**src/rtl/core_ex_lsu.sv**
```systemverilog
// rtl/core_ex_lsu.sv - execute-stage load/store unit, single outstanding memory op
// Aligns store lanes/strobes, extends load data, returns one completion record per op.
module core_ex_lsu #(
  parameter int XLEN        = 32,
  parameter int RFIDX_WIDTH = 5
) (
  input  logic                   clk,
  input  logic                   rst_n,
  input  logic                   i_valid,
  output logic                   o_ready,
  input  logic                   i_load,
  input  logic                   i_store,
  input  logic                   i_size_b,
  input  logic                   i_size_h,
  input  logic                   i_size_w,
  input  logic                   i_lu,
  input  logic [XLEN-1:0]        i_addr,
  input  logic [XLEN-1:0]        i_wdata,
  input  logic [RFIDX_WIDTH-1:0] i_rd_idx,
  output logic                   o_mem_req_valid,
  input  logic                   i_mem_req_ready,
  output logic [XLEN-1:0]        o_mem_req_addr,
  output logic                   o_mem_req_wen,
  output logic [3:0]             o_mem_req_wstrb,
  output logic [XLEN-1:0]        o_mem_req_wdata,
  input  logic                   i_mem_rsp_valid,
  output logic                   o_mem_rsp_ready,
  input  logic [XLEN-1:0]        i_mem_rsp_rdata,
  input  logic                   i_mem_rsp_err,
  output logic                   o_wb_valid,
  input  logic                   i_wb_ready,
  output logic                   o_wb_rd_wen,
  output logic [RFIDX_WIDTH-1:0] o_wb_rd_idx,
  output logic [XLEN-1:0]        o_wb_rdata,
  output logic [1:0]             o_wb_err_code,
  output logic [XLEN-1:0]        o_wb_badaddr
);

  typedef enum logic [1:0] {IDLE, REQ, WAIT, DONE} state_t;

  state_t                 state_q, state_d;
  logic [XLEN-1:0]        addr_q, wdata_q, rdata_q;
  logic [RFIDX_WIDTH-1:0] rd_idx_q;
  logic                   load_q, store_q, size_b_q, size_h_q, size_w_q, lu_q, rd_wen_q;
  logic [1:0]             err_q;

  logic            legal, misaligned, accept, rsp_fire;
  logic [XLEN-1:0] lane, load_ext;

  assign legal      = (i_load ^ i_store) &&
                      ({i_size_b, i_size_h, i_size_w} inside {3'b100, 3'b010, 3'b001});
  assign misaligned = (i_size_h & i_addr[0]) | (i_size_w & (|i_addr[1:0]));
  assign accept     = (state_q == IDLE) && i_valid;
  assign rsp_fire   = (state_q == WAIT) && i_mem_rsp_valid;

  assign lane = i_mem_rsp_rdata >> {addr_q[1:0], 3'b000};
  always_comb begin
    load_ext = lane;
    if (size_b_q)      load_ext = {{(XLEN-8){~lu_q & lane[7]}}, lane[7:0]};
    else if (size_h_q) load_ext = {{(XLEN-16){~lu_q & lane[15]}}, lane[15:0]};
  end

  always_ff @(posedge clk or negedge rst_n) begin
    if (!rst_n) state_q <= IDLE;
    else        state_q <= state_d;
  end

  always_comb begin
    state_d         = state_q;
    o_ready         = 1'b0;
    o_mem_req_valid = 1'b0;
    o_mem_rsp_ready = 1'b0;
    o_wb_valid      = 1'b0;
    case (state_q)
      IDLE: begin
        o_ready = 1'b1;
        if (i_valid) state_d = (!legal || misaligned) ? DONE : REQ;
      end
      REQ: begin
        o_mem_req_valid = 1'b1;
        if (i_mem_req_ready) state_d = WAIT;
      end
      WAIT: begin
        o_mem_rsp_ready = 1'b1;
        if (i_mem_rsp_valid) state_d = DONE;
      end
      DONE: begin
        o_wb_valid = 1'b1;
        if (i_wb_ready) state_d = IDLE;
      end
      default: state_d = IDLE;
    endcase
  end

  // Op context is latched on accept; the result fields are rewritten once on response.
  always_ff @(posedge clk or negedge rst_n) begin
    if (!rst_n) begin
      addr_q   <= '0;
      wdata_q  <= '0;
      rdata_q  <= '0;
      rd_idx_q <= '0;
      load_q   <= 1'b0;
      store_q  <= 1'b0;
      size_b_q <= 1'b0;
      size_h_q <= 1'b0;
      size_w_q <= 1'b0;
      lu_q     <= 1'b0;
      rd_wen_q <= 1'b0;
      err_q    <= 2'b00;
    end else begin
      if (accept) begin
        addr_q   <= i_addr;
        wdata_q  <= i_wdata;
        rd_idx_q <= i_rd_idx;
        load_q   <= i_load;
        store_q  <= i_store;
        size_b_q <= i_size_b;
        size_h_q <= i_size_h;
        size_w_q <= i_size_w;
        lu_q     <= i_lu;
        rdata_q  <= '0;
        rd_wen_q <= 1'b0;
        err_q    <= !legal ? 2'b11 : (misaligned ? 2'b01 : 2'b00);
      end
      if (rsp_fire) begin
        if (i_mem_rsp_err) begin
          err_q   <= 2'b10;
          rdata_q <= '0;
        end else if (load_q) begin
          rdata_q  <= load_ext;
          rd_wen_q <= (rd_idx_q != '0);
        end
      end
    end
  end

  assign o_mem_req_addr = {addr_q[XLEN-1:2], 2'b00};
  assign o_mem_req_wen  = store_q;

  always_comb begin
    o_mem_req_wstrb = 4'b0000;
    o_mem_req_wdata = '0;
    if (store_q) begin
      if (size_b_q) begin
        o_mem_req_wstrb = 4'b0001 << addr_q[1:0];
        o_mem_req_wdata = {4{wdata_q[7:0]}};
      end else if (size_h_q) begin
        o_mem_req_wstrb = addr_q[1] ? 4'b1100 : 4'b0011;
        o_mem_req_wdata = {2{wdata_q[15:0]}};
      end else if (size_w_q) begin
        o_mem_req_wstrb = 4'b1111;
        o_mem_req_wdata = wdata_q;
      end
    end
  end

  assign o_wb_rd_wen   = rd_wen_q;
  assign o_wb_rd_idx   = rd_idx_q;
  assign o_wb_rdata    = rdata_q;
  assign o_wb_err_code = err_q;
  assign o_wb_badaddr  = addr_q;

endmodule

```
**config.mk**
```make
export PLATFORM = sky130hd
export DESIGN_NAME = core_ex_lsu
export DESIGN_NICKNAME = d
export VERILOG_FILES = /design/src/rtl/core_ex_lsu.sv
export SDC_FILE = /design/constraint.sdc
export NUM_CORES = 1
export LEC_CHECK = 0
export ABC_AREA = 1
export CORE_UTILIZATION = 44
export DETAILED_ROUTE_END_ITERATION = 12
export GPL_TIMING_DRIVEN = 0
export HOLD_SLACK_MARGIN = 0.05
export PLACE_DENSITY = 0.94
export SETUP_SLACK_MARGIN = 0.3
export SLEW_MARGIN = 20
export SYNTH_ARGS = -nofsm -noshare
export SYNTH_HDL_FRONTEND = slang
export SYNTH_SLANG_ARGS = --single-unit
export TNS_END_PERCENT = 10
```
**constraint.sdc**
```tcl
create_clock -name clk -period 2.1 [get_ports clk]
set_input_delay 0.21 -clock clk [delete_from_list [all_inputs] [get_ports clk]]
set_output_delay 0.21 -clock clk [all_outputs]
set_load 0.02 [all_outputs]
```
# --- Word-level counts from Yosys, hierarchy flattened ---
# Index checks and enable logic that the tools add are counted.
totals:
  ff_bits: 112
  out_inout_bits: 145
op_classes:
  eq_ne: 10
  bitwise: 7
  shift: 2
  muxes: 34
  n_reduce_logical: 10
ops:
  columns: ["op", "count"]
  rows:
  - ["32-bit 2-to-1 mux", 10]
  - ["32-bit by 5-bit right shift with 32-bit output", 1]
  - ["4-bit 2-to-1 mux", 5]
  - ["2-bit 2-to-1 mux", 9]
  - ["1-bit 2-to-1 mux", 9]
  - ["2-bit != test (second input constant)", 4]
  - ["2-bit case mux with 4 select lines", 1]
  - ["5-bit nonzero test", 1]
  - ["1-bit bitwise AND", 4]
  - ["2-bit equality test (second input constant)", 2]
  - ["4-bit AND reduction", 1]
  - ["1-bit by 2-bit left shift with 4-bit output (first input constant)", 1]
  - ["3-bit by 1-bit equality test with 1-bit output (second input constant)", 1]
  - ["3-bit by 2-bit equality test with 1-bit output (second input constant)", 1]
  - ["3-bit equality test (second input constant)", 1]
  - ["1-bit logical AND", 3]
  - ["3-bit nonzero test", 1]
  - ["2-bit by 1-bit equality test with 1-bit output (second input constant)", 1]
  - ["2-bit zero test", 1]
  - ["2-bit OR reduction", 1]
  - ["1-bit zero test", 1]
  - ["1-bit logical OR", 1]
  - ["1-bit inverter", 1]
  - ["1-bit bitwise OR", 1]
  - ["1-bit bitwise XOR", 1]

# --- Depth between registers and ports, before layout ---
depth:
  word_depth: 8
  depth_mapped: 13
  ltp_nobuf: 11

# --- Least setup slack after synthesis ---
# Ideal clock, no wire load.
synth_path:
  path_kind: "reg-to-output"
  start: "register addr_q[0] (netlist: o_wb_badaddr[0])"
  end: "output o_mem_req_wstrb[0]"
  arrival_time_ps: 1539
  path_stages_with_launch: 6
  n_path_buf: 2
  setup_slack_ps: 351
  t_required_ps: 1890
  path_cell_list: "dfrtp_1 buf_6 nor2_4 inv_1 buf_4 a211oi_1"
synth_via:
  elab_chain_len: 3
synth_lines:
  columns: ["item", "line", "rtl"]
  rows:
  - ["start, declared", "42", "logic [XLEN-1:0] addr_q, wdata_q, rdata_q;"]
  - ["start signal, assigned", "112", "addr_q <= i_addr;"]
  - ["1-bit by 2-bit left shift with 4-bit output", "145", "o_mem_req_wstrb = 4'b0001 << addr_q[1:0];"]
  - ["4-bit 2-to-1 mux", "144", "if (size_b_q) begin"]
  - ["4-bit 2-to-1 mux", "143", "if (store_q) begin"]
  - ["end, declared", "24", "output logic [3:0] o_mem_req_wstrb,"]
# No other way between the ends.

# --- Worst setup path after layout ---
layout_path:
  start: "register size_b_q"
  end: "output o_mem_req_wdata[11]"
layout_via:
  elab_chain_len: 2
layout_lines:
  columns: ["item", "line", "rtl"]
  rows:
  - ["start, declared", "44", "logic load_q, store_q, size_b_q, size_h_q, size_w_q, lu_q, rd_wen_q;"]
  - ["start signal, assigned", "117", "size_b_q <= i_size_b;"]
  - ["32-bit 2-to-1 mux", "144", null]
  - ["32-bit 2-to-1 mux", "143", null]
  - ["end, declared", "25", "output logic [XLEN-1:0] o_mem_req_wdata,"]
# No other way between the ends.

==> results.yml <==
grt:
  grt.total_usage: 0.297
  global_route_wire_length_before_repair_um: 33600
  maximum_number_of_pins_on_one_net_before_global_route_repair: 59
  antenna_violations_before_repair: 0
  grt_pass1_vias: 6814
  grt-ovfl-total: 0
sta:
  final.hold.worst_slack_ps: 363
  tightest_slew_ps: 535
  timing.final.max_slew_violations: 0
  post-route-min-period_ps: 2010
  finalSetupViolations: 0
  hold_viol: 0
  final.period_utilization: 0.958
  fin_skew_ps: 5.15
  fmax_mhz: 497
  setup_repair_after_global_routing_missed_its_margin: "yes"
  worst_slew_margin_rel: 0.643
floorplan:
  initial_utilization: 0.451
  floorplan.die.height_um: 122
  die_area_um2: 14800
  die_width_um: 122
  io-pin-count: 259
  core_um2: 13900
  row_count: 43
logic_synthesis:
  synth.ff_latch_count: 112
  number_of_enable_flip_flop_cells_after_synthesis: 0
  average_footprint_of_a_synthesized_cell_um2: 7.40
  seq_area_frac_synth: 0.446
  synth_cell_type_count: 35
  synth_flop_cell: "dfrtp_1"
  synth_async_sr_flop_share: 1.00
  mappedNetlistArea_um2: 6290
  ys.warnings.count: 0
  synthesis.instances: 849
drt:
  route.detailed.vias_per_inst: 5.33
  initialDrtViolationCount: 537
  post-route-drc-count: 0
  routedWlPerCell_um: 16.5
  detailroute.via_count: 7024
  drt-pass1-iter-count: 7
  ant_nets: 0
  routed_wl_um: 21800
place:
  dp_hpwl_um: 15900
  buffer_ports.inserted: 256
  placed_area_um2: 9110
  gpl.final_weighted_congestion: 0.934
outcome:
  outcome: "completed"
pwr:
  static-leakage-power_nw: 4.81
  ir_worst_vdd_mv: 0.852
  cellPowerDensity_nw_per_um2: 1630
clocking:
  clock_sinks: 112
  cts_made_buffers: 9
  tritoncts: "built"
  clk_tree_root_cell: "clkbuf_16"
  clk_pin_slew_ps: 70
  htree_num_levels: 3
  clock_path_buffers: 2
  worst_skew_pair.late_latency_ps: 360
worst_setup_path:
  setup.worst_path.class: "reg2out"
  timing.critical_path.arrival_ps: 1800
  setup.worst_path.end_class: "output pin"
  crit_start: "size_b_q"
  critical_path.reg2reg.startpoint: "state_q[0]"
  crit_path_max_fanout: 9
  cp_data_required_time_ps: 1890
  cp-start-kind: "register"
final_layout:
  flow.area_growth_from_synthesis_pct: 56.5
  layout-drive-gt1-share: 0.172
  final_cell_mix: "308 x nand2_1, 217 x clkdlybuf4s50_1, 111 x dfrtp_1"
  antenna-diode-count: 0
  final_area_um2: 9840
  num-nets-final: 1253
  final_common_cell: "nand2_1"
hold_path:
  min_path_type: "in2async"
flow_run:
  cap_viol_max_count: 0
cells by family (layout without fill, tap and decap cells):
| family | after synthesis | after routing | share of synthesized area |
|---|---|---|---|
| AOI/OAI and AO/OA | 164 | 164 | 0.146 |
| xor gates and xnor gates | 1 | 1 | 0.00139 |
| adders and majority gates | 5 | 5 | 0.00995 |
| buffers and inverters | 136 | 424 | 0.116 |
| DFF | 112 | 112 | 0.446 |
| other | 1 | 2 | 0.000597 |
| and+or+nand+nor | 430 | 430 | 0.280 |
synthesized netlist by cell type (9+ instances only):
| master | n | area (um2) |
|---|---|---|
| nand2_1 | 316 | 1190 |
| dfrtp_1 | 112 | 2800 |
| o21ai_0 | 69 | 345 |
| nor2_1 | 62 | 233 |
| a21oi_1 | 50 | 250 |
| inv_1 | 46 | 173 |
| buf_4 | 34 | 255 |
| nand3_1 | 29 | 145 |
| buf_2 | 24 | 120 |
| clkbuf_1 | 19 | 71.3 |
| a22oi_1 | 11 | 82.6 |
| nand3_2 | 9 | 90.1 |
| o22ai_1 | 9 | 56.3 |
layout make-up:
class	instances	area, um2
buffer	86	638
sequential	112	2800
tap	180	225
inverter	50	205
multi-input combinational	602	2970
timing repair buffer	273	2680
clock buffer	12	267
clock inverter	3	47.5
fill	1110	4100
per-layer routing:
metal | global-route usage | up-vias | wire [um]
li1 | - | 3263 | -
met5 | 0 | - | 0
met4 | 0.159 | 0 | 826
met3 | 0.0625 | 59 | 2240
met1 | 0.354 | 3256 | 8160
met2 | 0.502 | 446 | 10600
timing repair:
action	in CTS	in global routing
gates cloned	1	0
buffers inserted	13	1
hold buffers	1	0
gates resized for setup	216	41
setup endpoints to repair	140	143
pin swaps	11	2
hold endpoints to repair	54	0
power by group:
part / switching [mW] / internal (mW) / total, mW
Combinational: 5.79 / 4.54 / 10.3
Sequential: 0.761 / 3.10 / 3.86
Clock: 0.806 / 1.03 / 1.83
Total: 7.36 / 8.67 / 16.0
stage by stage:
stage | utilization | cells | setup slack, ps | setup TNS, ps | total power [mW]
after floorplan | - | 850 | 351 | 0 | 9.32
after global placement | 0.651 | 1286 | -3470 | -389500 | 13.0
after detailed placement | 0.653 | 1287 | -200 | -2230 | 13.3
after CTS | 0.699 | 1317 | 126 | 0 | 15.8
after global routing | 0.706 | 1318 | 42.7 | 0 | 17.0
final | 0.706 | 1318 | 89.0 | 0 | 16.0
final timing paths:
kind / to / slack, ps / cells after the start
hold reg to reg: o_wb_badaddr[28] / 500 / 2
max in group asynchronous: size_h_q / 1040 / 3
setup / recovery: o_mem_req_wdata[11] / 90 / 6
hold / removal: o_wb_badaddr[28] / 360 / 2
setup reg to reg: wdata_q[14] / 290 / 7
min in group clk: wdata_q[22] / 380 / 3
critical path, cell delays in order (launching register included):
cell and delay (ps):
dfrtp_1 360, buf_6 160, inv_8 60, o21ai_1 280, o21bai_1 230, nor2_1 90, clkdlybuf4s15_2 260
flip-flops by register name, indices dropped and copies added (netlist names):
signal and flops:
o_mem_req_wen 1, state_q 2, size_b_q 1, size_h_q 1, o_wb_rd_wen 1, o_wb_rd_idx 5
o_wb_err_code 2, size_w_q 1, o_wb_rdata 32, load_q 1, lu_q 1, o_wb_badaddr 32
wdata_q 32
Note: power is estimated with default switching activity, not from simulation.
